<file path="src/rtl/mux_ctrl_rd_pkg.sv">
// Shared constants and types for the per-output read/mux controller.
// PORT_NUB_TOTAL : default number of output ports / source queues
// DATA_WIDTH     : datapath word width (used by the external data mux)
// PKT_LEN_WIDTH  : packet length field width (length-minus-one, in words)
package mux_ctrl_rd_pkg;

  localparam int unsigned PORT_NUB_TOTAL = 4;
  localparam int unsigned DATA_WIDTH     = 32;
  localparam int unsigned PKT_LEN_WIDTH  = 8;

  // Per-output transfer state
  typedef enum logic {
    ST_IDLE = 1'b0,
    ST_XFER = 1'b1
  } xfer_state_e;

  // Round-robin successor of idx in a ring of n entries
  function automatic int unsigned rr_next(input int unsigned idx, input int unsigned n);
    return ((idx + 1) >= n) ? 0 : (idx + 1);
  endfunction

endpackage

</file>
<file path="src/rtl/rd_rr_arb.sv">
// Combinational round-robin picker: first set bit of eligible_i searching
// upward from ptr_i and wrapping.
// eligible_i : candidate sources
// ptr_i      : search start index
// winner_c   : index of the selected source (0 when none)
// found_c    : at least one candidate was eligible
module rd_rr_arb #(
  parameter  int unsigned N    = 4,
  localparam int unsigned SELW = $clog2(N)
) (
  input  logic [N-1:0]    eligible_i,
  input  logic [SELW-1:0] ptr_i,
  output logic [SELW-1:0] winner_c,
  output logic            found_c
);

  // Rotating priority search
  always_comb begin : rr_search
    int unsigned idx;
    idx      = 0;
    winner_c = '0;
    found_c  = 1'b0;
    for (int unsigned k = 0; k < N; k++) begin
      idx = (32'(ptr_i) + k) % N;
      if (!found_c && eligible_i[idx]) begin
        found_c  = 1'b1;
        winner_c = SELW'(idx);
      end
    end
  end

endmodule

</file>
<file path="src/rtl/mux_ctrl_rd.sv">
// Control plane for an N-output packet switch read side. One FSM per output
// grants a source queue round-robin, counts the packet words out and pops the
// granted source on every accepted word. The data mux lives outside.
// clk, rst   : clock, synchronous active-high reset
// src_req    : bit i*N+j -> source j's head packet targets output i
// src_len    : slice j = source j's head packet length minus one
// out_rdy    : output i accepts a word this cycle
// out_vld    : output i is presenting a word
// mux_sel    : slice i = source index granted to output i
// rd_en_out  : pop one word from source j
// pkt_done   : output i is transferring the last word of its packet
module mux_ctrl_rd
  import mux_ctrl_rd_pkg::*;
#(
  parameter  int unsigned PORT_NUB  = PORT_NUB_TOTAL,
  parameter  int unsigned LEN_WIDTH = PKT_LEN_WIDTH,
  localparam int unsigned WIDTH_SEL = $clog2(PORT_NUB)
) (
  input  logic                            clk,
  input  logic                            rst,
  input  logic [PORT_NUB*PORT_NUB-1:0]    src_req,
  input  logic [PORT_NUB*LEN_WIDTH-1:0]   src_len,
  input  logic [PORT_NUB-1:0]             out_rdy,
  output logic [PORT_NUB-1:0]             out_vld,
  output logic [PORT_NUB*WIDTH_SEL-1:0]   mux_sel,
  output logic [PORT_NUB-1:0]             rd_en_out,
  output logic [PORT_NUB-1:0]             pkt_done
);

  logic [PORT_NUB-1:0]                xfer_c;
  logic [PORT_NUB-1:0][WIDTH_SEL-1:0] sel_all_c;
  logic [PORT_NUB-1:0]                busy_c;

  // Sources currently owned by an output in XFER
  always_comb begin : busy_logic
    busy_c = '0;
    for (int unsigned i = 0; i < PORT_NUB; i++) begin
      for (int unsigned j = 0; j < PORT_NUB; j++) begin
        if (xfer_c[i] && (sel_all_c[i] == WIDTH_SEL'(j))) busy_c[j] = 1'b1;
      end
    end
  end

  // Pop strobes; suppressed during reset so an aborted packet loses no words
  always_comb begin : pop_logic
    rd_en_out = '0;
    for (int unsigned i = 0; i < PORT_NUB; i++) begin
      for (int unsigned j = 0; j < PORT_NUB; j++) begin
        if (xfer_c[i] && out_rdy[i] && (sel_all_c[i] == WIDTH_SEL'(j)) && !rst)
          rd_en_out[j] = 1'b1;
      end
    end
  end

  for (genvar gi = 0; gi < PORT_NUB; gi++) begin : g_out
    xfer_state_e          state_q, state_d;
    logic [WIDTH_SEL-1:0] sel_q, sel_d;
    logic [WIDTH_SEL-1:0] ptr_q, ptr_d;
    logic [LEN_WIDTH-1:0] cnt_q, cnt_d;
    logic [WIDTH_SEL-1:0] win_c;
    logic                 found_c;
    logic [LEN_WIDTH-1:0] len_win_c;
    logic [PORT_NUB-1:0]  claim_in_c, claim_out_c, elig_c;

    // Sources taken this cycle by lower-indexed idle outputs
    if (gi == 0) begin : g_head
      assign claim_in_c = '0;
    end else begin : g_link
      assign claim_in_c = g_out[gi-1].claim_out_c;
    end

    assign elig_c = (state_q == ST_IDLE)
                  ? (src_req[gi*PORT_NUB +: PORT_NUB] & ~busy_c & ~claim_in_c)
                  : '0;

    rd_rr_arb #(
      .N (PORT_NUB)
    ) u_arb (
      .eligible_i (elig_c),
      .ptr_i      (ptr_q),
      .winner_c   (win_c),
      .found_c    (found_c)
    );

    assign claim_out_c = claim_in_c | (found_c ? (PORT_NUB'(1) << win_c) : '0);

    // Length of the winning source's head packet
    always_comb begin : len_pick
      len_win_c = '0;
      for (int unsigned j = 0; j < PORT_NUB; j++) begin
        if (win_c == WIDTH_SEL'(j)) len_win_c = src_len[j*LEN_WIDTH +: LEN_WIDTH];
      end
    end

    // Next-state logic
    always_comb begin : fsm_next
      state_d = state_q;
      sel_d   = sel_q;
      ptr_d   = ptr_q;
      cnt_d   = cnt_q;
      case (state_q)
        ST_IDLE: begin
          if (found_c) begin
            sel_d   = win_c;
            cnt_d   = len_win_c;
            state_d = ST_XFER;
          end
        end
        ST_XFER: begin
          if (out_rdy[gi]) begin
            if (cnt_q == '0) begin
              state_d = ST_IDLE;
              ptr_d   = WIDTH_SEL'(rr_next(32'(sel_q), PORT_NUB));
            end else begin
              cnt_d = cnt_q - LEN_WIDTH'(1);
            end
          end
        end
        default: state_d = ST_IDLE;
      endcase
    end

    // State register
    always_ff @(posedge clk) begin : fsm_reg
      if (rst) begin
        state_q <= ST_IDLE;
        sel_q   <= '0;
        ptr_q   <= '0;
        cnt_q   <= '0;
      end else begin
        state_q <= state_d;
        sel_q   <= sel_d;
        ptr_q   <= ptr_d;
        cnt_q   <= cnt_d;
      end
    end

    assign xfer_c[gi]    = (state_q == ST_XFER);
    assign sel_all_c[gi] = sel_q;
    assign out_vld[gi]   = xfer_c[gi];
    assign mux_sel[gi*WIDTH_SEL +: WIDTH_SEL] = sel_q;
    assign pkt_done[gi]  = xfer_c[gi] && out_rdy[gi] && (cnt_q == '0) && !rst;
  end

endmodule

</file>
<file path="config.mk">
export PLATFORM = sky130hd
export DESIGN_NAME = mux_ctrl_rd
export DESIGN_NICKNAME = d
export VERILOG_FILES = /design/src/rtl/mux_ctrl_rd_pkg.sv /design/src/rtl/rd_rr_arb.sv /design/src/rtl/mux_ctrl_rd.sv
export SDC_FILE = /design/constraint.sdc
export NUM_CORES = 1
export LEC_CHECK = 0
export CAP_MARGIN = 0
export CORE_AREA = 8 8 106 108
export CTS_BUF_LIST = sky130_fd_sc_hd__clkbuf_8
export CTS_CLUSTER_DIAMETER = 50
export DETAILED_ROUTE_END_ITERATION = 7
export DIE_AREA = 0 0 114 116
export HOLD_SLACK_MARGIN = 0.08
export PLACE_DENSITY = 0.73
export SYNTH_ARGS = -nofsm -noshare
export SYNTH_HDL_FRONTEND = slang
export SYNTH_HIERARCHICAL = 1
export SYNTH_SLANG_ARGS = --single-unit
</file>
<file path="constraint.sdc">
create_clock -name clk -period 21.8 [get_ports clk]
set_clock_uncertainty 0.05 [all_clocks]
set_input_delay 2.18 -clock clk [delete_from_list [all_inputs] [get_ports clk]]
set_output_delay 2.18 -clock clk [all_outputs]
set_load 0.02 [all_outputs]
</file>
## Yosys cells after proc, flatten, opt, wreduce, memory -nomap -nowiden

Index checks and enable logic that the tools add are counted.
Widths: inputs -> output; s select.

- Word-level logic and storage cells: 376
- Register bits: 52
- Input bits: 54
- Output and inout port bits: 20

- Bitwise logic cells: 17
- $lt $le $gt $ge: 20
- Equality and inequality tests: 36
- Muxes and demuxes: 155
- Shift operators: 3
- Reduce and logical (&&, ||, !) cells: 109
- Add/subtract/negate cells: 20

Operators with widths:

| cell | number |
|---|---|
| $mux 8 | 28 |
| $mux 1 | 76 |
| $logic_and 1x1->1 | 72 |
| $pmux 8 s2 | 4 |
| $lt 2x3->1 const B | 16 |
| $mux 2 | 20 |
| $bmux 1 s2 | 16 |
| $eq 2x2->1 const B | 16 |
| $logic_not 8->1 | 4 |
| $sub 8x1->8 const B | 4 |
| $and 4x4->4 | 7 |
| $mux 4 | 7 |
| $ne 2x2->1 const B | 12 |
| $reduce_and 3->1 | 8 |
| $add 2x2->2 const B | 8 |
| $eq 2x1->1 const B | 8 |
| $logic_not 2->1 | 8 |
| $not 4->4 | 4 |
| $logic_not 1->1 | 13 |
| $add 2x1->3 const B | 4 |
| $ge 3x3->1 const B | 4 |
| $shl 1x2->4 const A | 3 |
| $add 2x1->2 const B | 4 |
| $or 4x4->4 | 2 |
| other kinds (3) | 12 |

## Longest topological paths before layout

Gate-level depths: netlist of the first run.

- Depth after elaboration: 81
- Gate-level depth with buffers: 33
- Depth with buffers taken out: 29

## Modules after synthesis

Netlist of the first run, hierarchy kept.

Modules (own cells, without submodules):

| module | area an instance (um2) | sequential area each (um2) | cells an instance | instances |
|---|---|---|---|---|
| mux_ctrl_rd | 4369.2 | 1041.0 | 510 | 1 |
| rd_rr_arb | 77.6 | 0.0 | 15 | 4 |

## Worst setup path after synthesis of the first run

OpenSTA, ideal clock, no wires.

- Kind: input port to flip-flop
- From: input src_req[0]
- To: register g_out[3].cnt_q[6]
- Arrival time: 8.160 ns
- Stages on the path: 29
- Data required time: 21.624 ns
- Slack: 13.464 ns
- Library setup time: 0.126 ns
- Path buffers: 5
- Path through: and3_1 > inv_1 > o221ai_1 > a21oi_1 > buf_2 > nand3b_1 > nand3_1 > nor3b_1 > inv_1 > a221o_1 > a21oi_1 > buf_2 > inv_1 > a31o_2 > nor3b_1 > o21ai_0 > a21oi_1 > clkbuf_1 > buf_2 > nor2_1 > nor4b_1 > inv_1 > a221o_1 > a21oi_1 > buf_2 > mux4_2 > and2_1 > a31oi_1 > o21ai_0

- Cells in the longest elaborated chain, start to end: 74
- Elaborated cells between the ends (all ways): 119
- Those cells by class: 4 x eq/ne; 3 x shift; 77 x mux; 9 x bitwise; 26 x reduce/logical

Ends and longest elaborated chain:

| element | line | text |
|---|---|---|
| from (decl) | mux_ctrl_rd.sv:21 | `input logic [PORT_NUB*PORT_NUB-1:0] src_req,` |
| $and 4x4->4 (*) | mux_ctrl_rd.sv:73 | `? (src_req[gi*PORT_NUB +: PORT_NUB] & ~busy_c & ~claim_in_c)` |
| $mux 4 (*) | mux_ctrl_rd.sv:73 |  |
| $bmux 1 s2 | rd_rr_arb.sv:25 | `if (!found_c && eligible_i[idx]) begin` |
| $mux 1 (not written as such) | rd_rr_arb.sv:25 |  |
| $mux 1 | rd_rr_arb.sv:25 |  |
| $logic_not 1->1 | rd_rr_arb.sv:25 |  |
| $logic_and 1x1->1 | rd_rr_arb.sv:25 |  |
| $mux 1 | rd_rr_arb.sv:25 |  |
| [... 6 more ...] | n/a |  |
| net g_out[0].win_c[0] | mux_ctrl_rd.sv:60 | `logic [WIDTH_SEL-1:0] win_c;` |
| [... 5 more ...] | n/a |  |
| net g_out[1].elig_c[1] | mux_ctrl_rd.sv:63 | `logic [PORT_NUB-1:0] claim_in_c, claim_out_c, elig_c;` |
| [... 12 more ...] | n/a |  |
| net g_out[1].win_c[0] | mux_ctrl_rd.sv:60 |  |
| [... 6 more ...] | n/a |  |
| net g_out[2].elig_c[2] | mux_ctrl_rd.sv:63 |  |
| [... 12 more ...] | n/a |  |
| net g_out[2].win_c[1] | mux_ctrl_rd.sv:60 |  |
| [... 6 more ...] | n/a |  |
| net g_out[3].elig_c[1] | mux_ctrl_rd.sv:63 |  |
| [... 10 more ...] | n/a |  |
| $logic_and 1x1->1 | rd_rr_arb.sv:25 |  |
| $mux 2 (*) | rd_rr_arb.sv:25 |  |
| net g_out[3].win_c[0] | mux_ctrl_rd.sv:60 |  |
| $logic_not 2->1 | mux_ctrl_rd.sv:91 | `if (win_c == WIDTH_SEL'(j)) len_win_c = src_len[j*LEN_WIDTH +: LEN_WIDTH];` |
| $mux 8 (3 in series) | mux_ctrl_rd.sv:91 |  |
| $mux 8 (*) | mux_ctrl_rd.sv:91 |  |
| $mux 8 (*) | mux_ctrl_rd.sv:103 | `if (found_c) begin` |
| $pmux 8 s2 (*) | mux_ctrl_rd.sv:101 | `case (state_q)` |
| to (signal assigned) | mux_ctrl_rd.sv:134 | `cnt_q <= cnt_d;` |
| to (decl) | mux_ctrl_rd.sv:59 | `logic [LEN_WIDTH-1:0] cnt_q, cnt_d;` |

The timed path passes the listed nets; every way through them passes the cells marked *. The select of a mux whose other input is x is not followed.
A chain may end at the register's enable or synchronous reset.

## Final worst setup path of the first run

- From: input src_req[0]
- To: register g_out[3].cnt_q[6]

- Cells in the longest elaborated chain, start to end: 74
- Elaborated cells between the ends (all ways): 119
- Those cells by class: 4 x eq/ne; 3 x shift; 77 x mux; 9 x bitwise; 26 x reduce/logical

Ends and longest elaborated chain:

| element | line |
|---|---|
| $and 4x4->4 (*) | mux_ctrl_rd.sv:73 |
| $mux 4 (*) | mux_ctrl_rd.sv:73 |
| net g_out[0].elig_c[0] | mux_ctrl_rd.sv:63 |
| $bmux 1 s2 | rd_rr_arb.sv:25 |
| $mux 1 (not written as such) | rd_rr_arb.sv:25 |
| $mux 1 | rd_rr_arb.sv:25 |
| $logic_not 1->1 | rd_rr_arb.sv:25 |
| $logic_and 1x1->1 | rd_rr_arb.sv:25 |
| [... 7 more ...] | n/a |
| net g_out[0].win_c[1] | mux_ctrl_rd.sv:60 |
| [... 5 more ...] | n/a |
| net g_out[1].elig_c[0] | mux_ctrl_rd.sv:63 |
| [... 12 more ...] | n/a |
| net g_out[1].win_c[0] | mux_ctrl_rd.sv:60 |
| [... 6 more ...] | n/a |
| net g_out[2].elig_c[1] | mux_ctrl_rd.sv:63 |
| [... 12 more ...] | n/a |
| net g_out[2].win_c[0] | mux_ctrl_rd.sv:60 |
| [... 6 more ...] | n/a |
| net g_out[3].elig_c[2] | mux_ctrl_rd.sv:63 |
| [... 10 more ...] | n/a |
| $logic_and 1x1->1 | rd_rr_arb.sv:25 |
| $mux 2 (*) | rd_rr_arb.sv:25 |
| net g_out[3].win_c[1] | mux_ctrl_rd.sv:60 |
| $logic_not 2->1 | mux_ctrl_rd.sv:91 |
| $mux 8 (3 in series) | mux_ctrl_rd.sv:91 |
| $mux 8 (*) | mux_ctrl_rd.sv:91 |
| $mux 8 (*) | mux_ctrl_rd.sv:103 |
| $pmux 8 s2 (*) | mux_ctrl_rd.sv:101 |

Marked as above.

==> results of run 1 <==
==> logic make-up after synthesis <==
group	Yosys count	synth area share [%]
fa+ha+maj	24	6.42
buf+inv	91	7.75
mux	50	18.0
compound gates	159	23.8
simple gates	194	21.8
flops	52	22.2
==> final cells by class <==
class / count / area (µm²) / share of cell area (%)
Inverter: 54 / 203 / 3.65
Sequential cell: 52 / 1040 / 18.7
Timing Repair Buffer: 79 / 771 / 13.9
Tap cell: 133 / 166 / 3.00
Clock inverter: 2 / 7.51 / 0.135
Multi-Input combinational cell: 427 / 3280 / 59.1
Clock buffer: 6 / 82.6 / 1.49
==> state kept, by name, summed over array words and instances (netlist names) <==
register and flops:
g_out.ptr_q 8, g_out.state_q 4, g_out.cnt_q 32, g_out.sel_q 8
==> worst max-delay path by stage <==
stage                     slack (ns)       start  cells past startpoint           endpoint
after floorplan                13.46  src_req[0]                     29  g_out[3].cnt_q[6]
after global placement         11.93  src_req[0]                     24  g_out[3].cnt_q[6]
after detailed placement       11.77  src_req[0]                     24  g_out[3].cnt_q[6]
after CTS                      12.07  src_req[0]                     24  g_out[3].cnt_q[6]
after global routing           11.30  src_req[0]                     24  g_out[3].cnt_q[6]
final                          11.89  src_req[0]                     24  g_out[3].cnt_q[6]
==> synth_stat cells, drive strengths merged (14+ instances only) <==
library cell / instances
dfxtp: 52
clkbuf: 26
nand2: 37
nand3: 18
nor2: 53
ha: 24
inv: 53
a21oi: 61
mux2i: 20
o21ai: 14
mux4: 27
==> power by group <==
group / internal (µW) / leakage, µW / switching (µW)
logic: 286 / 0.00156 / 373
registers: 124 / 0.000427 / 42.1
clock network: 25.1 / 0.0000538 / 35.2
==> per-stage QoR <==
stage	instances	cell area, µm²
floorplan	570	4680
global placement	745	5460
detailed placement	745	5460
CTS	753	5550
global route	753	5550
finish	753	5550
==> critical path, stage by stage <==
cell             delay, ns
clkdlybuf4s50_1       0.40
and3_1                0.20
a21oi_1               0.14
o21ai_0               0.08
a21oi_1               0.97
o311ai_0              0.49
nor3b_1               0.50
inv_1                 0.11
o221ai_1              0.21
a21oi_1               0.09
buf_4                 0.21
a31o_2                0.27
nor3b_1               0.32
inv_1                 0.11
a221o_1               0.36
a21oi_1               0.79
nor3b_1               0.10
nor4b_1               0.69
o21ai_0               0.19
a21oi_1               0.84
mux4_2                0.41
and2_1                0.16
a31oi_1               0.12
o21ai_0               0.10
==> cell usage in the layout (no fill, tap or decap), types with 13 or more instances in the layout <==
cell and count:
dfxtp_1 52, ha_1 24, nand2_1 37, nand2b_1 13, o21ai_0 14, nor2_1 53
and3_1 13, inv_1 51, mux2i_1 20, clkdlybuf4s50_1 72, nand3_1 18, mux4_2 27
a21oi_1 59
==> routing by layer <==
layer / track usage (%) / part of all wire [%]
met1: 29.7 / 42
met2: 37.3 / 46
met3: 5.05 / 9.8
met4: 6.83 / 1.9
met5: 0 / 0
==> results.yml, run 1 <==
setup_path:
  worstSetupPathType: "input port to flip-flop"
  worstPathArrival_ns: 10.06
  r2r_cells: 24
  required_ns: 21.96
  crit_fanout: 13
  reg2reg_from: "g_out[0].state_q"
  r2r-end: "g_out[3].cnt_q[6]"
  r2r_slack_ns: 12.81
  startpoint_type: "input port"
  end_kind: "flip-flop"
clocking:
  cts_buffer_depth: 2
  root_buffer: "clkbuf_8"
  cts_setup_buffers: 0
  path_clk_slew_ns: 0.10
  cts_tree: "done"
  clkLatencyLatePin_ns: 0.32
  htree_levels: 2
  cts_num_sinks: 52
  cts_buffers: 5
  cts_resized: 0
  cts.hold.buffers_added: 0
finish:
  drive_gt1_share_pct: 10.5
  area_delta_synth_final_pct: 18.7
  diodes: 0
  nets: 697
  postLayoutCoreUtil_pct: 58.2
  n_fill_cell: 910
power:
  leakage_uw: 0.00204
  ir_worst_vdd_v: 0.0000874
  p_per_area_nw_per_um2: 160
  finalPower_uw: 886
worst_hold_path:
  whs_endpoint: "g_out[2].cnt_q[5]"
  min_from: "g_out[2].cnt_q[5]"
  holdCritPathClass: "flip-flop to flip-flop"
  holdPathStages: 2
sta:
  setup-tns-final_ns: 0
  fin_crit_ns: 9.91
  finalSetupViolations: 0
  fin_ws_ns: 11.89
  hold_ws_ns: 0.429
  worstMarginPinSlew_ns: 1.25
  finalMaxSlewViolations: 0
  slew_headroom_pct: 16.9
  final_hold_viol_count: 0
  fin_crit_sh_pct: 45.4
  fmax_mhz: 101
  rsz0062_at_grt: "false"
global_routing:
  grt_pass1_vias: 4574
  grt_max_degree: 51
  grt_use_total_pct: 22.9
  grt_overflow: 0
  antenna_found_initial: 0
  grt_pass1_wl_mm: 24.1
logic_synthesis:
  avgSynthCellArea_um2: 8.21
  synth-async-reset-ratio_pct: 0
  ys_top_cells_by_area: "dfxtp_1 (22%), mux4_2 (13%), a21oi_1 (6.5%)"
  synthCells: 570
  synthesis.nets: 648
  synth_area_um2: 4680
  synth_flop_cell: "dfxtp_1"
  synth.largest_area_cell: "dfxtp_1"
  synth-edff-count: 0
  yosysWarnings: 6
  synth-seq-cells: 52
  seq_area_frac_synth_pct: 22.2
  yosys.area.top_type_share_pct: 22.2
  synth.distinct_cells: 61
drt:
  drt_pass1_iterations: 6
  via_count: 4803
  postRouteAntennaNets: 0
  vias_per_cell: 6.38
  finalWirelength_mm: 15.3
  drc: 0
  drt_iter0_drc: 425
  routedWlPerCell_um: 20.3
outcome:
  outcome: "finished, final reports clean"
placed_design:
  place.gp.congestion: 0.914
  dpl.hpwl_mm: 11.6
  portBuffers: 73
  pre_cts_slack_ns: 11.77
floorplan:
  die-area_um2: 13200
  die_w_um: 114
  die_y_um: 116
  num_rows: 36
  io_pins: 74
  coreArea_um2: 9550
  start_util_pct: 49.0
job:
  cap_viol_max_count: 0
Power figures use the tool's default switching activity.
==> inputs of run 2 (changes only) <==
clock period = 10.37 ns   (was 21.8 ns; I/O delays follow)
==> run 2 against run 1 <==
Effect of this change:
- largest cell class unchanged
- clock power up 140%
- critical path type is now flip-flop to flip-flop
- cell area grew 0.16%
- via count up 0.87%
- core utilization rose by 0.092 points
- largest power group unchanged
- register-to-register slack worse by 11 ns
- global-route usage about the same
- clock-buffer cell count down 1
- hold slack improved by 0.010 ns
- worst setup slack got worse by 10 ns
- die area unchanged
- first-iteration DRC count decreased by 4.2%
- flip-flop and latch count unchanged
==> results.yml, run 2 (synthesis results as in run 1) <==
outcome:
  outcome: "finished, final reports clean"
global_routing:
  gr-usage-met1_pct: 29.4
  grt_max_degree: 51
  grt_busiest_layer: "met2"
  met2_usage_pct: 36.9
  met3_usage_pct: 4.95
  antenna_found_initial: 0
  grt_use_total_pct: 22.9
  grt_pass1_vias: 4690
  grt_overflow: 0
  grt_pass1_wl_mm: 24.1
sta:
  fmax_mhz: 118
  finalMaxSlewViolations: 0
  rsz0062_at_grt: "false"
  slew_headroom_pct: 21.0
  hold_ws_ns: 0.440
  fin_crit_ns: 8.47
  setup-tns-final_ns: 0
  worstMarginPinSlew_ns: 1.19
  fin_ws_ns: 1.90
  finalSetupViolations: 0
  fin_crit_sh_pct: 81.7
  final_hold_viol_count: 0
placed_design:
  dpl.hpwl_mm: 11.6
  place.gp.congestion: 0.890
  pre_cts_slack_ns: 1.76
  portBuffers: 73
clocking:
  htree_levels: 2
  path_clk_slew_ns: 0.10
  cts_buffers: 5
  cts_num_sinks: 52
  cts_setup_buffers: 0
  cts_buffer_depth: 2
  cts_tree: "done"
  cts_resized: 0
  root_buffer: "clkbuf_8"
  clkLatencyLatePin_ns: 0.32
  cts.hold.buffers_added: 0
drt:
  drt_iter0_drc: 407
  drc: 0
  finalWirelength_mm: 15.3
  drt_pass1_iterations: 8
  postRouteAntennaNets: 0
  routedWlPerCell_um: 20.3
  vias_per_cell: 6.45
  via_count: 4845
floorplan:
  die_w_um: 114
  die_y_um: 116
  num_rows: 36
  start_util_pct: 49.0
  io_pins: 74
  coreArea_um2: 9550
  die-area_um2: 13200
finish:
  area_delta_synth_final_pct: 18.9
  diodes: 0
  nets: 697
  postLayoutCoreUtil_pct: 58.3
  final_common_cell: "clkdlybuf4s50_1"
  drive_gt1_share_pct: 10.5
  layout_common_cells: "clkdlybuf4s50_1 (72), a21oi_1 (59), nor2_1 (53)"
  largest_reg_flops: 32
  top_register: "g_out.cnt_q"
  largestRegisters: "g_out.cnt_q x32, g_out.ptr_q x8, g_out.sel_q x8"
job:
  cap_viol_max_count: 0
setup_path:
  cpPeakStageDelay_ns: 0.79
  worstPathCellList: "inv_1 > and3_1 > a221o_1 > a21oi_2 > o311ai_0 > nor3b_1 > inv_1 > o221ai_1 > a21oi_1 > buf_4 > a31o_2 > nor3b_1 > inv_1 > a221o_1 > a21oi_1 > nor3b_1 > nor4b_1 > o21ai_0 > a21oi_1 > mux4_2 > and2_1 > a31oi_1 > o21ai_0"
  required_ns: 10.54
  end_kind: "flip-flop"
  worstSetupPathType: "flip-flop to flip-flop"
  crit_fanout: 20
  startpoint_type: "flip-flop"
  critPathBufInv: 4
  crit_family: "compound AO/OA/AOI/OAI gates"
  worstPathArrival_ns: 8.63
  cp_slowest_cell: "a21oi_1"
power:
  leakage_uw: 0.00204
  ir_worst_vdd_v: 0.000142
  p_per_area_nw_per_um2: 338
worst_hold_path:
  holdCritPathClass: "flip-flop to flip-flop"
==> run 2: changes by cell type in the layout (fill, tap and decap cells not counted) <==
cell / delta
clkbuf_8: -1
bufinv_16: +1
inv_1: -2
==> run 2: area by class of cell <==
type | count | area [µm²]
multi-input combinational | 427 | 3280
timing repair buffer | 79 | 771
inverter | 54 | 203
clock inverter | 1 | 30.0
fill | 891 | 3990
tap | 133 | 166
sequential | 52 | 1040
clock buffer | 5 | 68.8
==> run 2: worst paths after layout <==
| kind | start | to | slack [ns] | cells after the start |
|---|---|---|---|---|
| worst max register to register | g_out[0].state_q | g_out[3].cnt_q[6] | 1.90 | 23 |
| worst min-delay path | g_out[2].cnt_q[5] | g_out[2].cnt_q[5] | 0.44 | 2 |
| worst min register to register | g_out[2].cnt_q[5] | g_out[2].cnt_q[5] | 0.44 | 2 |
| worst max-delay path | g_out[0].state_q | g_out[3].cnt_q[6] | 1.90 | 23 |
==> run 2: worst reg2reg max path, cell delays in order (launching register included) <==
cell and delay [ns]:
dfxtp_1 0.77, inv_1 0.49, and3_1 0.32, a221o_1 0.33
a21oi_2 0.68, o311ai_0 0.36, nor3b_1 0.49, inv_1 0.11
o221ai_1 0.21, a21oi_1 0.09, buf_4 0.21, a31o_2 0.26
nor3b_1 0.33, inv_1 0.11, a221o_1 0.36, a21oi_1 0.80
nor3b_1 0.10, nor4b_1 0.54, o21ai_0 0.19, a21oi_1 0.75
mux4_2 0.41, and2_1 0.17, a31oi_1 0.12, o21ai_0 0.09
==> run 2: per-layer routing <==
layer	part of all wire (%)	vias to the layer above
met1	42	2304
li1	-	2222
met2	45	282
met5	0	-
met3	9.4	37
met4	3.1	0
==> run 2: power by group <==
part	total [µW]	switching, µW	leakage (µW)	internal (µW)
Sequential	360	99.5	0.000427	261
Combinational	1380	775	0.00156	602
Clock	142	72.1	0.0000501	69.5
Total	1880	947	0.00204	933
==> run 2: per-stage QoR <==
stage          cell area (µm²)  power, µW  cells
2_1_floorplan             4680       1390    570
3_3_place_gp              5460       1690    745
3_5_place_dp              5460       1710    745
4_1_cts                   5560       1860    751
5_1_grt                   5560       2020    751
6_report                  5560       1880    751
